--- config.mk ---
export PLATFORM = sky130hd
export DESIGN_NAME = cpu_mu0_waitreq
export DESIGN_NICKNAME = d
export VERILOG_FILES = /design/src/rtl/cpu_mu0_waitreq.sv
export SDC_FILE = /design/constraint.sdc
export NUM_CORES = 1
export LEC_CHECK = 0
export ABC_CLOCK_PERIOD_IN_PS = 3250
export CORE_ASPECT_RATIO = 0.6
export CORE_MARGIN = 2
export CORE_UTILIZATION = 52
export CTS_BUF_LIST = sky130_fd_sc_hd__clkbuf_4 sky130_fd_sc_hd__clkbuf_8
export CTS_CLUSTER_DIAMETER = 50
export CTS_CLUSTER_SIZE = 10
export DETAILED_ROUTE_END_ITERATION = 10
export PLACE_DENSITY_LB_ADDON = 0.12
export RECOVER_POWER = 100
export SYNTH_ARGS = -nofsm -noshare
export SYNTH_HDL_FRONTEND = slang
export SYNTH_SLANG_ARGS = --single-unit
--- constraint.sdc ---
create_clock -name clk -period 3.25 [get_ports clk]
set_clock_uncertainty 0.05 [all_clocks]
set_input_delay 0.975 -clock clk [delete_from_list [all_inputs] [get_ports clk]]
set_output_delay 0.975 -clock clk [all_outputs]
set_load 0.03 [all_outputs]
--- src/rtl/cpu_mu0_waitreq.sv ---
// MU0 core: waitrequest-stalled memory bus, registered OUT port; MU0_ILLEGAL_TRAP_EN makes illegal opcodes halt with fault.
// Latency: 3 cycles per instruction (4 for LDA/ADD/SUB) plus one cycle per waitrequest cycle.
// Backpressure: a pending read/write holds address, request and writedata until waitrequest drops.
module cpu_mu0_waitreq #(
    parameter int                    DATA_WIDTH = 16,
    parameter logic [DATA_WIDTH-5:0] RESET_PC   = '0
) (
    input  logic                  clk,
    input  logic                  rst,
    output logic                  running,
    output logic [DATA_WIDTH-5:0] address,
    output logic                  read,
    output logic                  write,
    input  logic                  waitrequest,
    output logic [DATA_WIDTH-1:0] writedata,
    input  logic [DATA_WIDTH-1:0] readdata,
    output logic                  out_valid,
    output logic [DATA_WIDTH-1:0] out_data,
    output logic                  fault
);
    localparam int ADDR_WIDTH = DATA_WIDTH - 4;

    localparam logic [3:0] OP_LDA = 4'd0;
    localparam logic [3:0] OP_STO = 4'd1;
    localparam logic [3:0] OP_ADD = 4'd2;
    localparam logic [3:0] OP_SUB = 4'd3;
    localparam logic [3:0] OP_JMP = 4'd4;
    localparam logic [3:0] OP_JGE = 4'd5;
    localparam logic [3:0] OP_JNE = 4'd6;
    localparam logic [3:0] OP_STP = 4'd7;
    localparam logic [3:0] OP_OUT = 4'd8;

    typedef enum logic [2:0] {
        S_START,
        S_FETCH_ADDR,
        S_FETCH_DATA,
        S_EXEC_ADDR,
        S_EXEC_DATA,
        S_HALTED
    } state_t;

    state_t                state;
    logic [ADDR_WIDTH-1:0] pc;
    logic [ADDR_WIDTH-1:0] pc_inc;
    logic [ADDR_WIDTH-1:0] operand;
    logic [ADDR_WIDTH-1:0] next_pc;
    logic [DATA_WIDTH-1:0] acc;
    logic [DATA_WIDTH-1:0] instr;
    logic [3:0]            opcode;
    logic [3:0]            rd_opcode;
    logic                  rd_is_load;

    assign opcode     = instr[DATA_WIDTH-1 -: 4];
    assign operand    = instr[ADDR_WIDTH-1:0];
    assign rd_opcode  = readdata[DATA_WIDTH-1 -: 4];
    assign rd_is_load = (rd_opcode == OP_LDA) || (rd_opcode == OP_ADD) || (rd_opcode == OP_SUB);
    assign pc_inc     = pc + ADDR_WIDTH'(1);
    assign writedata  = acc;

    // Control-flow target for the single-cycle EXEC_ADDR opcodes; everything else falls through.
    always_comb begin
        next_pc = pc_inc;
        case (opcode)
            OP_JMP:  next_pc = operand;
            OP_JGE:  if (!acc[DATA_WIDTH-1]) next_pc = operand;
            OP_JNE:  if (acc != '0) next_pc = operand;
            default: next_pc = pc_inc;
        endcase
    end

`ifdef MU0_ILLEGAL_TRAP_EN
    logic fault_q;
    assign fault = fault_q;
`else
    assign fault = 1'b0;
`endif

    always_ff @(posedge clk or negedge rst) begin
        if (!rst) begin
            state     <= S_START;
            pc        <= RESET_PC;
            acc       <= '0;
            instr     <= '0;
            running   <= 1'b0;
            address   <= RESET_PC;
            read      <= 1'b0;
            write     <= 1'b0;
            out_valid <= 1'b0;
            out_data  <= '0;
`ifdef MU0_ILLEGAL_TRAP_EN
            fault_q   <= 1'b0;
`endif
        end else begin
            out_valid <= 1'b0;
            case (state)
                S_START: begin
                    running <= 1'b1;
                    address <= pc;
                    read    <= 1'b1;
                    state   <= S_FETCH_ADDR;
                end
                S_FETCH_ADDR: begin
                    if (!waitrequest) begin
                        read  <= 1'b0;
                        state <= S_FETCH_DATA;
                    end
                end
                S_FETCH_DATA: begin
                    // Decode straight from readdata so the operand request is already on the bus in EXEC_ADDR.
                    instr   <= readdata;
                    address <= readdata[ADDR_WIDTH-1:0];
                    read    <= rd_is_load;
                    write   <= (rd_opcode == OP_STO);
                    state   <= S_EXEC_ADDR;
                end
                S_EXEC_ADDR: begin
                    case (opcode)
                        OP_LDA, OP_ADD, OP_SUB: begin
                            if (!waitrequest) begin
                                read  <= 1'b0;
                                state <= S_EXEC_DATA;
                            end
                        end
                        OP_STO: begin
                            if (!waitrequest) begin
                                write   <= 1'b0;
                                pc      <= pc_inc;
                                address <= pc_inc;
                                read    <= 1'b1;
                                state   <= S_FETCH_ADDR;
                            end
                        end
                        OP_JMP, OP_JGE, OP_JNE, OP_OUT: begin
                            if (opcode == OP_OUT) begin
                                out_data  <= acc;
                                out_valid <= 1'b1;
                            end
                            pc      <= next_pc;
                            address <= next_pc;
                            read    <= 1'b1;
                            state   <= S_FETCH_ADDR;
                        end
                        OP_STP: begin
                            running <= 1'b0;
                            state   <= S_HALTED;
                        end
                        default: begin
`ifdef MU0_ILLEGAL_TRAP_EN
                            fault_q <= 1'b1;
                            running <= 1'b0;
                            state   <= S_HALTED;
`else
                            pc      <= next_pc;
                            address <= next_pc;
                            read    <= 1'b1;
                            state   <= S_FETCH_ADDR;
`endif
                        end
                    endcase
                end
                S_EXEC_DATA: begin
                    case (opcode)
                        OP_ADD:  acc <= acc + readdata;
                        OP_SUB:  acc <= acc - readdata;
                        default: acc <= readdata;
                    endcase
                    pc      <= pc_inc;
                    address <= pc_inc;
                    read    <= 1'b1;
                    state   <= S_FETCH_ADDR;
                end
                S_HALTED: begin
                    read  <= 1'b0;
                    write <= 1'b0;
                end
                default: begin
                    running <= 1'b0;
                    read    <= 1'b0;
                    write   <= 1'b0;
                    state   <= S_HALTED;
                end
            endcase
        end
    end
endmodule

---- Word level (Yosys, flattened, before mapping) ----
Index checks and enable logic that the tools add are counted.
word-level totals
  bits in registers ....................... 79
  input bits .............................. 19
  output and inout port bits .............. 49
operators by class
  $add $sub $neg .......................... 3
  eq/ne operators ......................... 24
  multiplexer cells ....................... 25
  bitwise logic cells ..................... 3
  reductions and logical operators ........ 21
operators by type and width
  cell                   number
  $pmux 12 s2            2
  $pmux 12 s4            1
  $mux 12                3
  $pmux 12 s3            1
  $pmux 16 s2            1
  $add 16x16->16         1
  $eq 4x2->1 const B     4
  $eq 4x3->1 const B     4
  $reduce_bool 16->1     1
  $sub 16x16->16         1
  $pmux 3 s5             1
  $add 12x1->12 const B  1
  $reduce_and 3->1       4
  $reduce_or 4->1        3
  $mux 3                 3
  $pmux 1 s3             3
  $pmux 3 s3             1
  $eq 4x1->1 const B     2
  $logic_not 4->1        2
  $mux 1                 8
  $ne 2x2->1 const B     4
  $eq 3x2->1 const B     2
  $eq 3x3->1 const B     2
  $ne 3x3->1 const B     2
  13 further kinds       19

---- Logic depth before layout (Yosys ltp) ----
  word-level depth ........................ 5
  depth in mapped cells ................... 16
  gate-level depth less buffers ........... 16

---- Least setup slack after synthesis ----
OpenSTA, ideal clock, no wires.
  path type ............................... in2reg
  start ................................... in readdata[0]
  end ..................................... reg acc[14] (netlist: writedata[14])
  library setup time ...................... 0.127 ns
  arrival ................................. 3.203 ns
  required time ........................... 3.073 ns
  slack ................................... -0.130 ns
  stages on the path ...................... 15
  buffers on the path ..................... 0
  path through ............................ inv_1 -> ha_1 -> nand2b_1 -> nand2b_1 -> nand2_1 -> xor2_1 -> ha_1 -> a21o_1 -> nor3_1 -> o21ai_1 -> a31oi_1 -> o221ai_1 -> o31ai_1 -> xor2_1 -> o21ai_1
between the ends
  cells in the longest elaborated chain, start to end .. 2
  elaborated cells between the ends (all ways) .. 3
  those cells by class .................... add/sub (2); mux (1)
RTL lines
  element                                                  line      source
  start: declaration                                       16        input logic [DATA_WIDTH-1:0] readdata,
  $sub 16x16->16 / $add 16x16->16 (equally long branches)  164, 163
  $pmux 16 s2 *                                            162       case (opcode)
  end signal: assignment                                   163       OP_ADD: acc <= acc + readdata;
  end signal: assignment                                   164       OP_SUB: acc <= acc - readdata;
  end signal: assignment                                   165       default: acc <= readdata;
  end: declaration                                         47        logic [DATA_WIDTH-1:0] acc;
Mark *: on every way between the ends. The rest lies on a longest branch, timed or not.
A chain may end at the register's enable or synchronous reset.

---- Final worst setup path ----
  start ................................... in readdata[4]
  end ..................................... reg acc[15] (netlist: writedata[15])
Same word-level chain as after synthesis.

==> reports/qor.txt <==
Status: complete, but fails checks
Failing checks: capacitance limit, slew limit, setup timing
Clock power frac: 0.424
Total grt overflow: 0
Iteration-0 DRC Markers: 553
Synth Flop Type: dfrtp_1
Seq/Total Area, Yosys: 0.373
Placed instance area: 0.00640 sq mm
CP max stage delay: 0.36 ns
Final Max Tran Viols: 80
Fmax: 304 MHz
Hold path start: out_data[14]
Dpl hpwl: 11.5 mm
Remaining DRCs: 0
Net count reported at finish: 766
CP max FO: 3
Rel. slew slack: -0.372
Hold_buf cts: 0
Final worst slack: -0.0418 ns
Synth Net Count: 655
FF-to-FF Start: instr[14]
Hold path endpoint: out_data[14]
YS warnings: 0
RR Endpoint: writedata[15]
Initial Utilization: 0.536
Die ar.: 0.0110 sq mm
Worst-Margin Slew: 2.06 ns
Worst path required time: 3.46 ns
Port Buffer Count: 66
EDFF count, synth: 0
Fin crit share: 1.01
CP delay by family, top: compound AO/OA/AOI/OAI gates
Final Wtd Congestion: 0.927
DR vias: 5,156
CTS tree: yes
Worst IR drop on VDD: 0.000202 V
Area Overhead vs Synth: 29.1%
P per Cell Area: 324 mW/mm^2
WL final: 16.1 mm
Worst-path cell chain: buf_6 -> nor3_2 -> buf_4 -> nand2b_4 -> buf_4 -> o31ai_1 -> xor2_1 -> ha_1 -> and2_4 -> a31oi_4 -> o31a_1 -> o41a_1 -> nor3_2 -> nand2_1
First-pass GRT wire length: 25.7 mm
Worst reg2reg setup slack: 0.07 ns
Depth of the most critical reg-to-reg path: 15
Final setup violation count: 1
Max cap viols: 1
WHS Path Cells: 2
Skew-Pair Late Insertion Delay: 0.38 ns
Die X: 134 microns
First-pass DRT Iterations: 5
Post-layout util: 0.692
Htree depth: 3
Cell area after synthesis: 0.00530 sq mm
Clk root buf: clkbuf_8
Num CTS Buffers: 9
Leakage Power: 3.19 nW
Int Pwr: 0.00168 W
Most common cell after layout, fill and taps aside: nand2_1
Ports: 68
Number of global-route vias before repair: 4,942
Number of buffers and inverters on the critical path: 3
Antenna fix cells: 0
Fin area: 0.00684 sq mm
Antenna violations before repair: 0
Tmin final: 3.29 ns
Die height: 82.2 microns
Post-synthesis cell type count: 74
Register area: 0.00198 sq mm
Post-route ant nets: 0
Syn Inst Count: 618
Logic gate share of total power: 0.131
Final Hold Viols: 0
FP Rows: 28
Switching power share of the total: 0.244
Filler instances: 804
Mapped Avg Cell Area: 8.57 sq um
Hold WC Path Type: flip-flop to flip-flop
Reg power frac: 0.445
Clk sink count: 79
Core Region: 0.00988 sq mm
Max Buffers Root-to-Sink: 2
#FFs+latches synth: 79
Drt wl/cell: 18.5 microns
Largest net degree at the start of global routing: 80
Multi-input logic area: 0.00323 sq mm
RSZ-0062 raised after global routing: yes
Most frequent cells in the layout: 98 x nand2_1, 79 x dfrtp_1, 64 x buf_4
Crit start category: input pin
GRT Util Overall: 0.302
Total power: 0.00222 W
Kind of critical path: input pin to flip-flop
Reg clk slew, reported paths: 0.08 ns
Endpoint type of the worst setup path: flip-flop
CP Data Arrival Time: 3.50 ns
P_sw: 0.000541 W
Share of cells above drive strength 1: 0.217
Share of flip-flops with an asynchronous set or reset: 1.00
Crit path max-delay cell type: o31a_1
DR vias/cell: 5.94
[flip-flops by register name, summed over array words and instances, names as in the netlist]
| register | count |
|---|---|
| writedata | 16 |
| running | 1 |
| pc | 12 |
| instr | 16 |
| write | 1 |
| out_data | 16 |
| state | 3 |
| out_valid | 1 |
| read | 1 |
| address | 12 |
[what timing repair did]
| item | in CTS | in global routing |
|---|---|---|
| hold endpoints to repair | 0 | 0 |
| pin swaps | 15 | 23 |
| resized for setup | 41 | 27 |
| setup endpoints to repair | 11 | 6 |
| setup buffers | 6 | 5 |
[cells by family after synthesis]
logic type	after synthesis	share of synthesized area
buf+inv	52	0.0517
compound gates	161	0.188
other cells	1	0.000708
fa+ha+maj	18	0.0439
simple gates	240	0.216
mux	31	0.0654
flops	79	0.373
xor+xnor	36	0.0609
[worst max path at each step]
stage / from / end / slack [ns] / depth (start not counted)
2_1_floorplan: readdata[1] / writedata[14] / -0.06 / 14
3_5_place_dp: readdata[0] / writedata[14] / -0.86 / 15
3_3_place_gp: readdata[1] / writedata[14] / -0.73 / 15
6_report: readdata[4] / writedata[15] / -0.04 / 14
4_1_cts: readdata[4] / writedata[15] / 0.002 / 15
5_1_grt: readdata[1] / writedata[15] / -0.15 / 15
[cell type report]
class                      count  area share
inverter                      15     0.00896
timing repair buffer         137       0.169
clock inverter                 3      0.0132
sequential                    79       0.289
tap                          135      0.0247
clock buffer                  12      0.0232
multi-input combinational    487       0.472
[cells in the mapped netlist, drive strengths merged, types with 4 or more instances]
master  instances  area [sq um]
a22oi           7          52.6
xnor2          25           226
nor3           10          66.3
nand2         105           419
nand2b         11          68.8
clkbuf         15          57.6
a21o            4          30.0
mux2           20           236
inv            15          56.3
dfrtp          79          1980
a221oi          4          35.0
buf            22           160
a31oi           8          50.1
a21oi          57           289
o22ai           8          50.1
xor2           11          96.3
mux2i          11           110
ha             17           213
nor2b           8          50.1
nor2           66           253
o21ai          43           230
nor4            6          37.5
and2            5          31.3
nand3           9          62.6
[per-layer routing]
layer	part of all wire	track usage	vias to the layer above
met4	0.017	0.0926	0
met5	0	0	-
met1	0.47	0.433	2534
met3	0.073	0.0726	36
li1	-	-	2385
met2	0.44	0.456	201
[worst reg2reg max path: stages (launching register included)]
cell,delay (ns)
dfrtp_1,0.38
nor2_1,0.20
buf_4,0.17
and2_1,0.17
nand2_2,0.10
buf_4,0.18
o21ai_0,0.10
xor2_1,0.10
ha_1,0.34
o2111ai_2,0.18
nand3_2,0.19
a31oi_4,0.11
o31a_1,0.36
o41a_1,0.15
nor3_2,0.20
nand2_1,0.07
[power groups by stage]
| stage | combinational [W] | clock [W] | sequential, W |
|---|---|---|---|
| finish | 0.000290 | 0.000941 | 0.000988 |
| global route | 0.000313 | 0.000983 | 0.000988 |
| CTS | 0.000271 | 0.000948 | 0.000987 |
| detailed placement | 0.000254 | 0 | 0.00101 |
| global placement | 0.000247 | 0 | 0.00101 |
| floorplan | 0.000119 | 0 | 0.00101 |
[through the flow]
step / setup WS (ns) / setup TNS, ns / cells / hold slack (ns)
floorplan: -0.0552 / -0.0552 / 618 / 0.425
global placement: -0.734 / -5.70 / 842 / 0.407
detailed placement: -0.864 / -7.02 / 842 / 0.414
CTS: 0.00215 / 0 / 863 / 0.434
global route: -0.154 / -0.287 / 868 / 0.459
finish: -0.0418 / -0.0418 / 868 / 0.424
No activity file was read; power rests on OpenSTA's default activity.
